===== config.mk =====
export PLATFORM = sky130hd
export DESIGN_NAME = mem_arbiter_flat
export DESIGN_NICKNAME = d
export VERILOG_FILES = /design/src/rtl/mem_arbiter_if.sv /design/src/rtl/mem_arbiter.sv /design/src/flat_wrapper.sv
export SDC_FILE = /design/constraint.sdc
export NUM_CORES = 1
export LEC_CHECK = 0
export CAP_MARGIN = 20
export CORE_AREA = 2 2 96 98
export DETAILED_ROUTE_END_ITERATION = 8
export DIE_AREA = 0 0 98 100
export PLACE_DENSITY_LB_ADDON = 0.1
export SETUP_SLACK_MARGIN = 0.5
export SLEW_MARGIN = 20
export SYNTH_ARGS = -nofsm -noshare
export SYNTH_HDL_FRONTEND = slang
export SYNTH_SLANG_ARGS = --single-unit

===== constraint.sdc =====
create_clock -name clk -period 4.7 [get_ports clk]
set_input_delay 1.41 -clock clk [delete_from_list [all_inputs] [get_ports clk]]
set_output_delay 1.41 -clock clk [all_outputs]
set_load 0.005 [all_outputs]

===== src/rtl/mem_arbiter_if.sv =====
// ============================================================================
// Module : mem_arbiter_if
// Fetch/data requester ports and RAM-side port shared by mem_arbiter.
// Rev    : 1.0
// ============================================================================
`default_nettype none

interface mem_arbiter_if #(
  parameter int MEM_AW = 10
);
  logic              i_req;
  logic [31:0]       i_addr;
  logic [31:0]       i_rdata;
  logic              i_ack;
  logic              d_req;
  logic [3:0]        d_we;
  logic [31:0]       d_addr;
  logic [31:0]       d_wdata;
  logic [31:0]       d_rdata;
  logic              d_ack;
  logic              mem_en;
  logic [3:0]        mem_we;
  logic [MEM_AW-1:0] mem_addr;
  logic [31:0]       mem_wdata;
  logic [31:0]       mem_rdata;

  // Arbiter side: accepts requests, drives acks and the RAM strobes.
  modport slave (
    input  i_req, i_addr, d_req, d_we, d_addr, d_wdata, mem_rdata,
    output i_rdata, i_ack, d_rdata, d_ack, mem_en, mem_we, mem_addr, mem_wdata
  );

  // Environment side: requesters plus RAM.
  modport master (
    output i_req, i_addr, d_req, d_we, d_addr, d_wdata, mem_rdata,
    input  i_rdata, i_ack, d_rdata, d_ack, mem_en, mem_we, mem_addr, mem_wdata
  );
endinterface

`default_nettype wire


===== src/rtl/mem_arbiter.sv =====
// ============================================================================
// Module : mem_arbiter
// Shares one 1-cycle-latency RAM between fetch and data ports, data priority.
// Optional wait counters enabled by defining ARB_PERF_EN.
// Rev    : 1.0
// ============================================================================
`default_nettype none

module mem_arbiter #(
  parameter int MEM_AW = 10
) (
  input  wire logic     clk,
  input  wire logic     rst_n,
  mem_arbiter_if.slave  bus
`ifdef ARB_PERF_EN
  ,
  output logic [31:0]   perf_i_wait,
  output logic [31:0]   perf_d_wait
`endif
);

  typedef enum logic [1:0] {
    IDLE   = 2'd0,
    RESP_I = 2'd1,
    RESP_D = 2'd2
  } state_t;

  state_t r_state;
  state_t w_next_state;
  logic   w_i_elig;
  logic   w_d_elig;
  logic   w_grant_i;
  logic   w_grant_d;

  // A port's held req is ignored during its own ack cycle.
  assign w_i_elig  = bus.i_req && (r_state != RESP_I);
  assign w_d_elig  = bus.d_req && (r_state != RESP_D);
  assign w_grant_d = w_d_elig;
  assign w_grant_i = w_i_elig && !w_d_elig;

  always_ff @(posedge clk or negedge rst_n) begin
    if (!rst_n) begin
      r_state <= IDLE;
    end else begin
      r_state <= w_next_state;
    end
  end

  always_comb begin
    w_next_state  = IDLE;
    bus.mem_en    = 1'b0;
    bus.mem_we    = 4'b0000;
    bus.mem_addr  = '0;
    bus.mem_wdata = 32'd0;
    if (w_grant_d) begin
      w_next_state  = RESP_D;
      bus.mem_en    = 1'b1;
      bus.mem_we    = bus.d_we;
      bus.mem_addr  = bus.d_addr[MEM_AW+1:2];
      bus.mem_wdata = bus.d_wdata;
    end else if (w_grant_i) begin
      w_next_state  = RESP_I;
      bus.mem_en    = 1'b1;
      bus.mem_addr  = bus.i_addr[MEM_AW+1:2];
    end
  end

  assign bus.i_ack   = (r_state == RESP_I);
  assign bus.d_ack   = (r_state == RESP_D);
  assign bus.i_rdata = bus.i_ack ? bus.mem_rdata : 32'd0;
  assign bus.d_rdata = bus.d_ack ? bus.mem_rdata : 32'd0;

  // Byte-offset and out-of-range address bits are discarded by design.
  logic w_unused;
  assign w_unused = ^{bus.i_addr[31:MEM_AW+2], bus.i_addr[1:0],
                      bus.d_addr[31:MEM_AW+2], bus.d_addr[1:0]};

`ifdef ARB_PERF_EN
  logic [31:0] r_perf_i;
  logic [31:0] r_perf_d;

  always_ff @(posedge clk or negedge rst_n) begin
    if (!rst_n) begin
      r_perf_i <= 32'd0;
      r_perf_d <= 32'd0;
    end else begin
      if (w_i_elig && !w_grant_i) r_perf_i <= r_perf_i + 32'd1;
      if (w_d_elig && !w_grant_d) r_perf_d <= r_perf_d + 32'd1;
    end
  end

  assign perf_i_wait = r_perf_i;
  assign perf_d_wait = r_perf_d;
`endif

endmodule

`default_nettype wire


===== src/flat_wrapper.sv =====
// flat-port wrapper written by rule: the top's interface ports become plain ports
module mem_arbiter_flat 
#(
  parameter int MEM_AW = 10
)
  (clk, rst_n, bus_i_req, bus_i_addr, bus_d_req, bus_d_we, bus_d_addr, bus_d_wdata, bus_mem_rdata, bus_i_rdata, bus_i_ack, bus_d_rdata, bus_d_ack, bus_mem_en, bus_mem_we, bus_mem_addr, bus_mem_wdata);
  mem_arbiter_if #(.MEM_AW(MEM_AW)) bus_i ();
  input  wire logic clk;
  input  wire logic rst_n;
  input wire logic [$bits(bus_i.i_req)-1:0] bus_i_req;
  input wire logic [$bits(bus_i.i_addr)-1:0] bus_i_addr;
  input wire logic [$bits(bus_i.d_req)-1:0] bus_d_req;
  input wire logic [$bits(bus_i.d_we)-1:0] bus_d_we;
  input wire logic [$bits(bus_i.d_addr)-1:0] bus_d_addr;
  input wire logic [$bits(bus_i.d_wdata)-1:0] bus_d_wdata;
  input wire logic [$bits(bus_i.mem_rdata)-1:0] bus_mem_rdata;
  output wire logic [$bits(bus_i.i_rdata)-1:0] bus_i_rdata;
  output wire logic [$bits(bus_i.i_ack)-1:0] bus_i_ack;
  output wire logic [$bits(bus_i.d_rdata)-1:0] bus_d_rdata;
  output wire logic [$bits(bus_i.d_ack)-1:0] bus_d_ack;
  output wire logic [$bits(bus_i.mem_en)-1:0] bus_mem_en;
  output wire logic [$bits(bus_i.mem_we)-1:0] bus_mem_we;
  output wire logic [$bits(bus_i.mem_addr)-1:0] bus_mem_addr;
  output wire logic [$bits(bus_i.mem_wdata)-1:0] bus_mem_wdata;
  assign bus_i.i_req = bus_i_req;
  assign bus_i.i_addr = bus_i_addr;
  assign bus_i.d_req = bus_d_req;
  assign bus_i.d_we = bus_d_we;
  assign bus_i.d_addr = bus_d_addr;
  assign bus_i.d_wdata = bus_d_wdata;
  assign bus_i.mem_rdata = bus_mem_rdata;
  assign bus_i_rdata = bus_i.i_rdata;
  assign bus_i_ack = bus_i.i_ack;
  assign bus_d_rdata = bus_i.d_rdata;
  assign bus_d_ack = bus_i.d_ack;
  assign bus_mem_en = bus_i.mem_en;
  assign bus_mem_we = bus_i.mem_we;
  assign bus_mem_addr = bus_i.mem_addr;
  assign bus_mem_wdata = bus_i.mem_wdata;
  mem_arbiter #(.MEM_AW(MEM_AW)) u_core (.clk(clk), .rst_n(rst_n), .bus(bus_i));
endmodule

==> impl_metrics.env, run 1 <==
export IMPL_status="complete, no violations"
export IMPL_wl_met1_mm=2.38
export IMPL_avgSynthCellArea_um2=6.37
export IMPL_slew_viol_final=0
export IMPL_irDropWorstVdd_mv=0.0656
export IMPL_track_usage_pct=12.5
export IMPL_dp_cells=485
export IMPL_area_growth_pct=201
export IMPL_die_area_um2=9800
export IMPL_ant_nets=0
export IMPL_synth_area_top_cells="and2_1 (55%), a221oi_1 (7.7%), nor2b_1 (6.0%)"
export IMPL_syn_nets=315
export IMPL_synthAdderAreaFrac_pct=0
export IMPL_crit_path_max_fanout=12
export IMPL_ios=249
export IMPL_max_freq_mhz=244
export IMPL_syn_cell_area_um2=1140
export IMPL_cpMaxStageDelayCell="clkdlybuf4s50_1"
export IMPL_drive_gt1_share_pct=5.74
export IMPL_worst_pin_slew_ns=0.586
export IMPL_routed_via_density=3.87
export IMPL_cts_sinks=2
export IMPL_htreeDepth=1
export IMPL_setup_viol=0
export IMPL_critPathTopFamily="buffers and inverters"
export IMPL_initial_core_util_pct=12.8
export IMPL_power_density_nw_per_um2=116
export IMPL_cts_root_buf="clkbuf_8"
export IMPL_antenna_found_initial=0
export IMPL_path_cells="clkdlybuf4s50_1, buf_6, o22a_1, clkdlybuf4s50_1"
export IMPL_yosysWarnings=0
export IMPL_die_width_um=98
export IMPL_drt_wl_total_mm=6.51
export IMPL_synthCells=179
export IMPL_arrival_ns=2.69
export IMPL_ys_ff_latch=2
export IMPL_grt_setup_unrepaired="false"
export IMPL_drc=0
export IMPL_clk_latency_ns=0.21
export IMPL_detail_route_iter0_violations=15
export IMPL_post_route_period_util_pct=87.2
export IMPL_grt_overflow=0
export IMPL_grt_pass1_vias=1971
export IMPL_yosys_cell_types_count=17
export IMPL_cp_end_kind="output pin"
export IMPL_worstSetupStartpointType="input port"
export IMPL_synth_compound_area_share_pct=13.3
export IMPL_grt_pass1_wl_mm=10.1
export IMPL_top_regs="u_core.r_state x2"
export IMPL_cts_tree="yes"
export IMPL_drtPass1Iterations=4
export IMPL_vias=1914
export IMPL_die_y_um=100
export IMPL_ys_seq_area_share_pct=4.39
export IMPL_worstSetupPathType="in2out"
export IMPL_worst_endpoint_required_ns=3.29
export IMPL_n_fill_cell=922
export IMPL_max_stage_delay_ns=0.51
export IMPL_post_route_min_period_ns=4.10
export IMPL_cts_made_buffers=3
export IMPL_largest_reg_flops=2
export IMPL_critPathBufInv=3
export IMPL_synth_top_cell_area_share_pct=54.8
export IMPL_grt_max_degree=34
export IMPL_core_um2=8890
export IMPL_synthXorXnorAreaFrac_pct=0
export IMPL_tns_ns=0
export IMPL_largest_register="u_core.r_state"
export IMPL_hp_class="reg2reg"
export IMPL_synth_top_area_cell="and2_1"
export IMPL_synth_simple_area_share_pct=74.1
export IMPL_met3_length_um=676
export IMPL_wl_met2_mm=3.43
export IMPL_routedWlPerCell_um=13.2
export IMPL_final_cell_count_no_fill=494
export IMPL_cts_clk_slew_worst_paths_ns=0.03
export IMPL_ctsHoldBuffers=0
export IMPL_hold_violations=0
export IMPL_portBuffers=204
export IMPL_top_layer_used="met4"
export IMPL_rows=35
export IMPL_drv_cap=0
export IMPL_synth_top_family_by_area="simple AND/OR/NAND/NOR gates"
export IMPL_layout_nets=521
export IMPL_relSlewSlack_pct=60.9
export IMPL_diodes=0
export IMPL_hpwlAfterDp_mm=5.14
export IMPL_fin_skew_ns=0.00125
export IMPL_clock_path_buffers=2
export IMPL_crit_top_cell="clkdlybuf4s50_1"
export IMPL_p_leak_nw=1.43
export IMPL_place_congestion=0.691
export IMPL_synth_mux_area_fraction_pct=0
==> cells in the final DEF, fill, tap and decap left out, drive strengths merged, types with 4 or more instances in the layout <==
master	n
nor2b	12
dlygate4sd2	14
nand2	11
dlymetal6s2s	5
clkbuf	4
nand2b	11
clkdlybuf4s50	183
buf	12
a21oi	11
a221oi	10
and2	100
==> worst min-delay path, delay by kind of cell (launching register included) <==
family | cells | cell delay, ns
flops | 1 | 0.55
compound gates | 1 | 0.20
simple gates | 1 | 0.06
==> synthesized netlist by cell type <==
cell and count:
a21oi_1 11, a221oi_1 10, and2_1 100, and2b_1 1, buf_2 3, buf_6 3, clkbuf_1 11, dfrtp_1 2
inv_2 1, nand2_1 11, nand2b_1 9, nand2b_4 1, nor2_1 1, nor2b_1 11, nor2b_4 1, o22a_1 1
or2b_1 2
==> routing by layer <==
metal | GRT usage [%] | vias to the layer above
met5 | 0 | -
met2 | 23.7 | 98
li1 | - | 976
met1 | 13.6 | 838
met3 | 4.94 | 2
met4 | 1.60 | 0
==> cells by family (layout without fill, tap and decap cells) <==
family	count (synthesis)	after routing
compound gates	22	22
buf+inv	18	221
simple gates	137	138
flops	2	2
==> timing repair <==
item | CTS | global route
gates cloned | 2 | 0
endpoints found under the setup margin | 47 | 6
pin swaps | 0 | 0
resized for setup | 24 | 8
setup buffers | 4 | 0
==> stage by stage <==
stage / total power, mW / utilization, % / worst slack (ns) / area (um2) / hold WS (ns)
floorplan: 0.117 / - / 1.22 / 1140 / 0.560
global placement: 0.334 / 37.2 / 0.0921 / 3300 / 0.882
detailed placement: 0.333 / 37.2 / 0.0788 / 3300 / 0.878
CTS: 0.407 / 38.5 / 0.544 / 3420 / 0.880
global route: 0.428 / 38.6 / 0.514 / 3430 / 0.923
finish: 0.396 / 38.6 / 0.599 / 3430 / 0.867
==> layout make-up <==
| class | instances | area (um2) | share of cell area [%] |
|---|---|---|---|
| Sequential cell | 2 | 50.0 | 1.46 |
| Timing Repair Buffer | 217 | 2190 | 63.8 |
| Multi-Input combinational cell | 160 | 1010 | 29.3 |
| Clock buffer | 3 | 41.3 | 1.20 |
| Tap cell | 111 | 139 | 4.05 |
| Inverter | 1 | 6.26 | 0.182 |
==> power by group <==
part / total (mW) / leakage (nW) / switching, mW / internal, mW
clock network: 0.0659 / 0.0216 / 0.0119 / 0.0540
registers: 0.0259 / 0.0251 / 0.00721 / 0.0187
logic: 0.305 / 1.38 / 0.0932 / 0.211
total: 0.396 / 1.43 / 0.112 / 0.284
==> final timing paths <==
kind / from / end / slack, ns / cells after the start
max: bus_i_req / bus_mem_en / 0.60 / 4
min: u_core.r_state[1] / u_core.r_state[0] / 0.87 / 2
max reg2reg: u_core.r_state[1] / u_core.r_state[1] / 3.10 / 4
min reg2reg: u_core.r_state[1] / u_core.r_state[0] / 0.87 / 2
max in group asynchronous: rst_n / u_core.r_state[1] / 3.21 / 1
min in group asynchronous: rst_n / u_core.r_state[0] / 1.37 / 1
Power figures use the tool's default switching activity.
==> run 2, diff against run 1 <==
--- a/config.mk
+++ b/config.mk
@@ -6,9 +6,12 @@
 export NUM_CORES = 1
 export LEC_CHECK = 0
 export CAP_MARGIN = 20
-export CORE_AREA = 2 2 96 98
+export CELL_PAD_IN_SITES_DETAIL_PLACEMENT = 1
+export CELL_PAD_IN_SITES_GLOBAL_PLACEMENT = 2
+export CORE_ASPECT_RATIO = 0.6
+export CORE_MARGIN = 2
+export CORE_UTILIZATION = 10
 export DETAILED_ROUTE_END_ITERATION = 8
-export DIE_AREA = 0 0 98 100
 export PLACE_DENSITY_LB_ADDON = 0.1
 export SETUP_SLACK_MARGIN = 0.5
 export SLEW_MARGIN = 20
==> run 2 against run 1 <==
  * Flip-flop and latch count unchanged
  * Total power up 15%
  * Clock power is 93% higher
  * Global-route usage decreased by 1.4 points
  * Fmax down 1.2%
  * Die area grew 26%
  * Wire length increased by 9.5%
  * Via count grew 2.1%
  * Non-clock buffer count is 1 lower
  * Utilization down 7.8 points
  * Register-to-register slack improved by 0.33 ns
  * Critical path depth did not move
  * Critical endpoint unchanged
  * Largest power group unchanged
==> impl_metrics.env, run 2 (synthesis results as in run 1) <==
export IMPL_status="complete, no violations"
export IMPL_grt_pass1_wl_mm=10.9
export IMPL_cts_clk_slew_worst_paths_ns=0.03
export IMPL_max_freq_mhz=241
export IMPL_routed_via_density=3.72
export IMPL_drc=0
export IMPL_drtPass1Iterations=4
export IMPL_rr_endpoint="u_core.r_state[1]"
export IMPL_setup_viol=0
export IMPL_drv_cap=0
export IMPL_drive_gt1_share_pct=4.99
export IMPL_mostFrequentLayoutCell="clkdlybuf4s50_1"
export IMPL_endpoint="bus_mem_en"
export IMPL_hold_violations=0
export IMPL_fin_skew_ns=0.00132
export IMPL_tns_ns=0
export IMPL_arrival_ns=2.74
export IMPL_grt_overflow=0
export IMPL_post_route_min_period_ns=4.15
export IMPL_ant_nets=0
export IMPL_largest_reg_flops=2
export IMPL_vias=1955
export IMPL_cts_root_buf="clkbuf_16"
export IMPL_cts_tree="yes"
export IMPL_utilization_pct=30.7
export IMPL_largest_register="u_core.r_state"
export IMPL_area_growth_pct=202
export IMPL_drt_wl_total_mm=7.13
export IMPL_die_y_um=86.7
export IMPL_crit_start="bus_i_req"
export IMPL_cts_sinks=2
export IMPL_hpwlAfterDp_mm=5.95
export IMPL_worst_pin_slew_ns=0.615
export IMPL_post_route_period_util_pct=88.3
export IMPL_top_regs="u_core.r_state x2"
export IMPL_r2r_setup_slack_ns=3.43
export IMPL_grt_setup_unrepaired="false"
export IMPL_clk_latency_ns=0.22
export IMPL_cp_end_kind="output pin"
export IMPL_grt_pass1_vias=1950
export IMPL_slew_viol_final=0
export IMPL_worstSetupStartpointType="input port"
export IMPL_ff2ff_path_depth=3
export IMPL_die_width_um=142
export IMPL_final_cell_mix="clkdlybuf4s50_1 (193), and2_1 (100), nand2_1 (11), a21oi_1 (11), nor2b_1 (11)"
export IMPL_worst_endpoint_required_ns=3.29
export IMPL_htreeDepth=1
export IMPL_p_leak_nw=1.33
export IMPL_ios=249
export IMPL_irDropWorstVdd_mv=0.0810
export IMPL_layout_nets=519
export IMPL_ctsHoldBuffers=0
export IMPL_reg2reg_from="u_core.r_state[1]"
export IMPL_worstSetupPathType="in2out"
export IMPL_power_density_nw_per_um2=132
export IMPL_clock_path_buffers=2
export IMPL_grt_max_degree=36
export IMPL_cts_made_buffers=3
export IMPL_die_area_um2=12300
export IMPL_core_um2=11200
export IMPL_portBuffers=204
export IMPL_track_usage_pct=11.2
export IMPL_hp_class="reg2reg"
export IMPL_diodes=0
export IMPL_antenna_found_initial=0
export IMPL_detail_route_iter0_violations=23
export IMPL_initial_core_util_pct=10.2
export IMPL_relSlewSlack_pct=59.0
export IMPL_rows=30
export IMPL_routedWlPerCell_um=13.6
export IMPL_place_congestion=0.773
export IMPL_crit_path_max_fanout=12
## run 2: cell types whose count changed in the layout (fill, tap and decap cells not counted), sizes merged
cell,delta
bufbuf,-1
clkbuf,-1
clkdlybuf4s50,+10
dlygate4sd2,-5
dlymetal6s2s,-4
nand2b,-1
## run 2: routing by layer
| metal | up-vias | global-route usage [%] | routed length [um] |
|---|---|---|---|
| met3 | 2 | 4.59 | 824 |
| met1 | 871 | 13.7 | 3040 |
| met4 | 0 | 2.45 | 43 |
| met5 | - | 0 | 0 |
| met2 | 110 | 18.5 | 3220 |
| li1 | 972 | - | - |
## run 2: stage by stage
step	hold WS, ns	total power [mW]	setup WS, ns	area (um2)	std cells
after CTS	0.899	0.462	0.354	3410	521
after global placement	0.885	0.338	0.0485	3350	518
after global routing	0.987	0.490	0.500	3450	525
after floorplan	0.560	0.117	1.22	1140	179
final	0.885	0.457	0.551	3450	525
after detailed placement	0.901	0.338	0.0853	3350	518
## run 2: power by group
group	leakage, nW	internal, mW	switching [mW]
Sequential	0.0251	0.0187	0.00734
Combinational	1.27	0.208	0.0951
Clock	0.0370	0.108	0.0191
Total	1.33	0.335	0.122
## run 2: area by class of cell
| class | instances | area, um2 |
|---|---|---|
| fill | 1350 | 7770 |
| sequential | 2 | 50.0 |
| multi-input combinational | 159 | 997 |
| clock buffer | 3 | 75.1 |
| inverter | 1 | 6.26 |
| timing repair buffer | 216 | 2140 |
| tap | 144 | 180 |
## run 2: how the worst min path moves through the flow
stage	from	to	cells after the start
2_1_floorplan	u_core.r_state[1]	u_core.r_state[0]	2
3_3_place_gp	u_core.r_state[1]	u_core.r_state[0]	2
3_5_place_dp	u_core.r_state[1]	u_core.r_state[0]	2
4_1_cts	u_core.r_state[1]	u_core.r_state[0]	2
5_1_grt	u_core.r_state[1]	u_core.r_state[0]	2
6_report	u_core.r_state[1]	u_core.r_state[0]	2
## run 2: timing repair
| item | in CTS | in global routing |
|---|---|---|
| setup endpoints to repair | 47 | 36 |
| gates resized for setup | 13 | 2 |
| buffers inserted | 0 | 4 |
## run 2: critical path: stages
cell             delay [ns]
clkdlybuf4s50_1        0.47
buf_6                  0.15
o22a_1                 0.15
clkdlybuf4s50_1        0.54
==> run 3, diff against run 2 <==
--- a/config.mk
+++ b/config.mk
@@ -5,15 +5,17 @@
 export SDC_FILE = /design/constraint.sdc
 export NUM_CORES = 1
 export LEC_CHECK = 0
-export CAP_MARGIN = 20
+export CAP_MARGIN = 0
 export CELL_PAD_IN_SITES_DETAIL_PLACEMENT = 1
 export CELL_PAD_IN_SITES_GLOBAL_PLACEMENT = 2
 export CORE_ASPECT_RATIO = 0.6
 export CORE_MARGIN = 2
 export CORE_UTILIZATION = 10
+export CTS_CLUSTER_DIAMETER = 200
 export DETAILED_ROUTE_END_ITERATION = 8
 export PLACE_DENSITY_LB_ADDON = 0.1
 export SETUP_SLACK_MARGIN = 0.5
+export SKIP_LAST_GASP = 1
 export SLEW_MARGIN = 20
 export SYNTH_ARGS = -nofsm -noshare
 export SYNTH_HDL_FRONTEND = slang
==> results of run 3 <==
No change in the layout: final DEF, timing and power equal those of run 2.
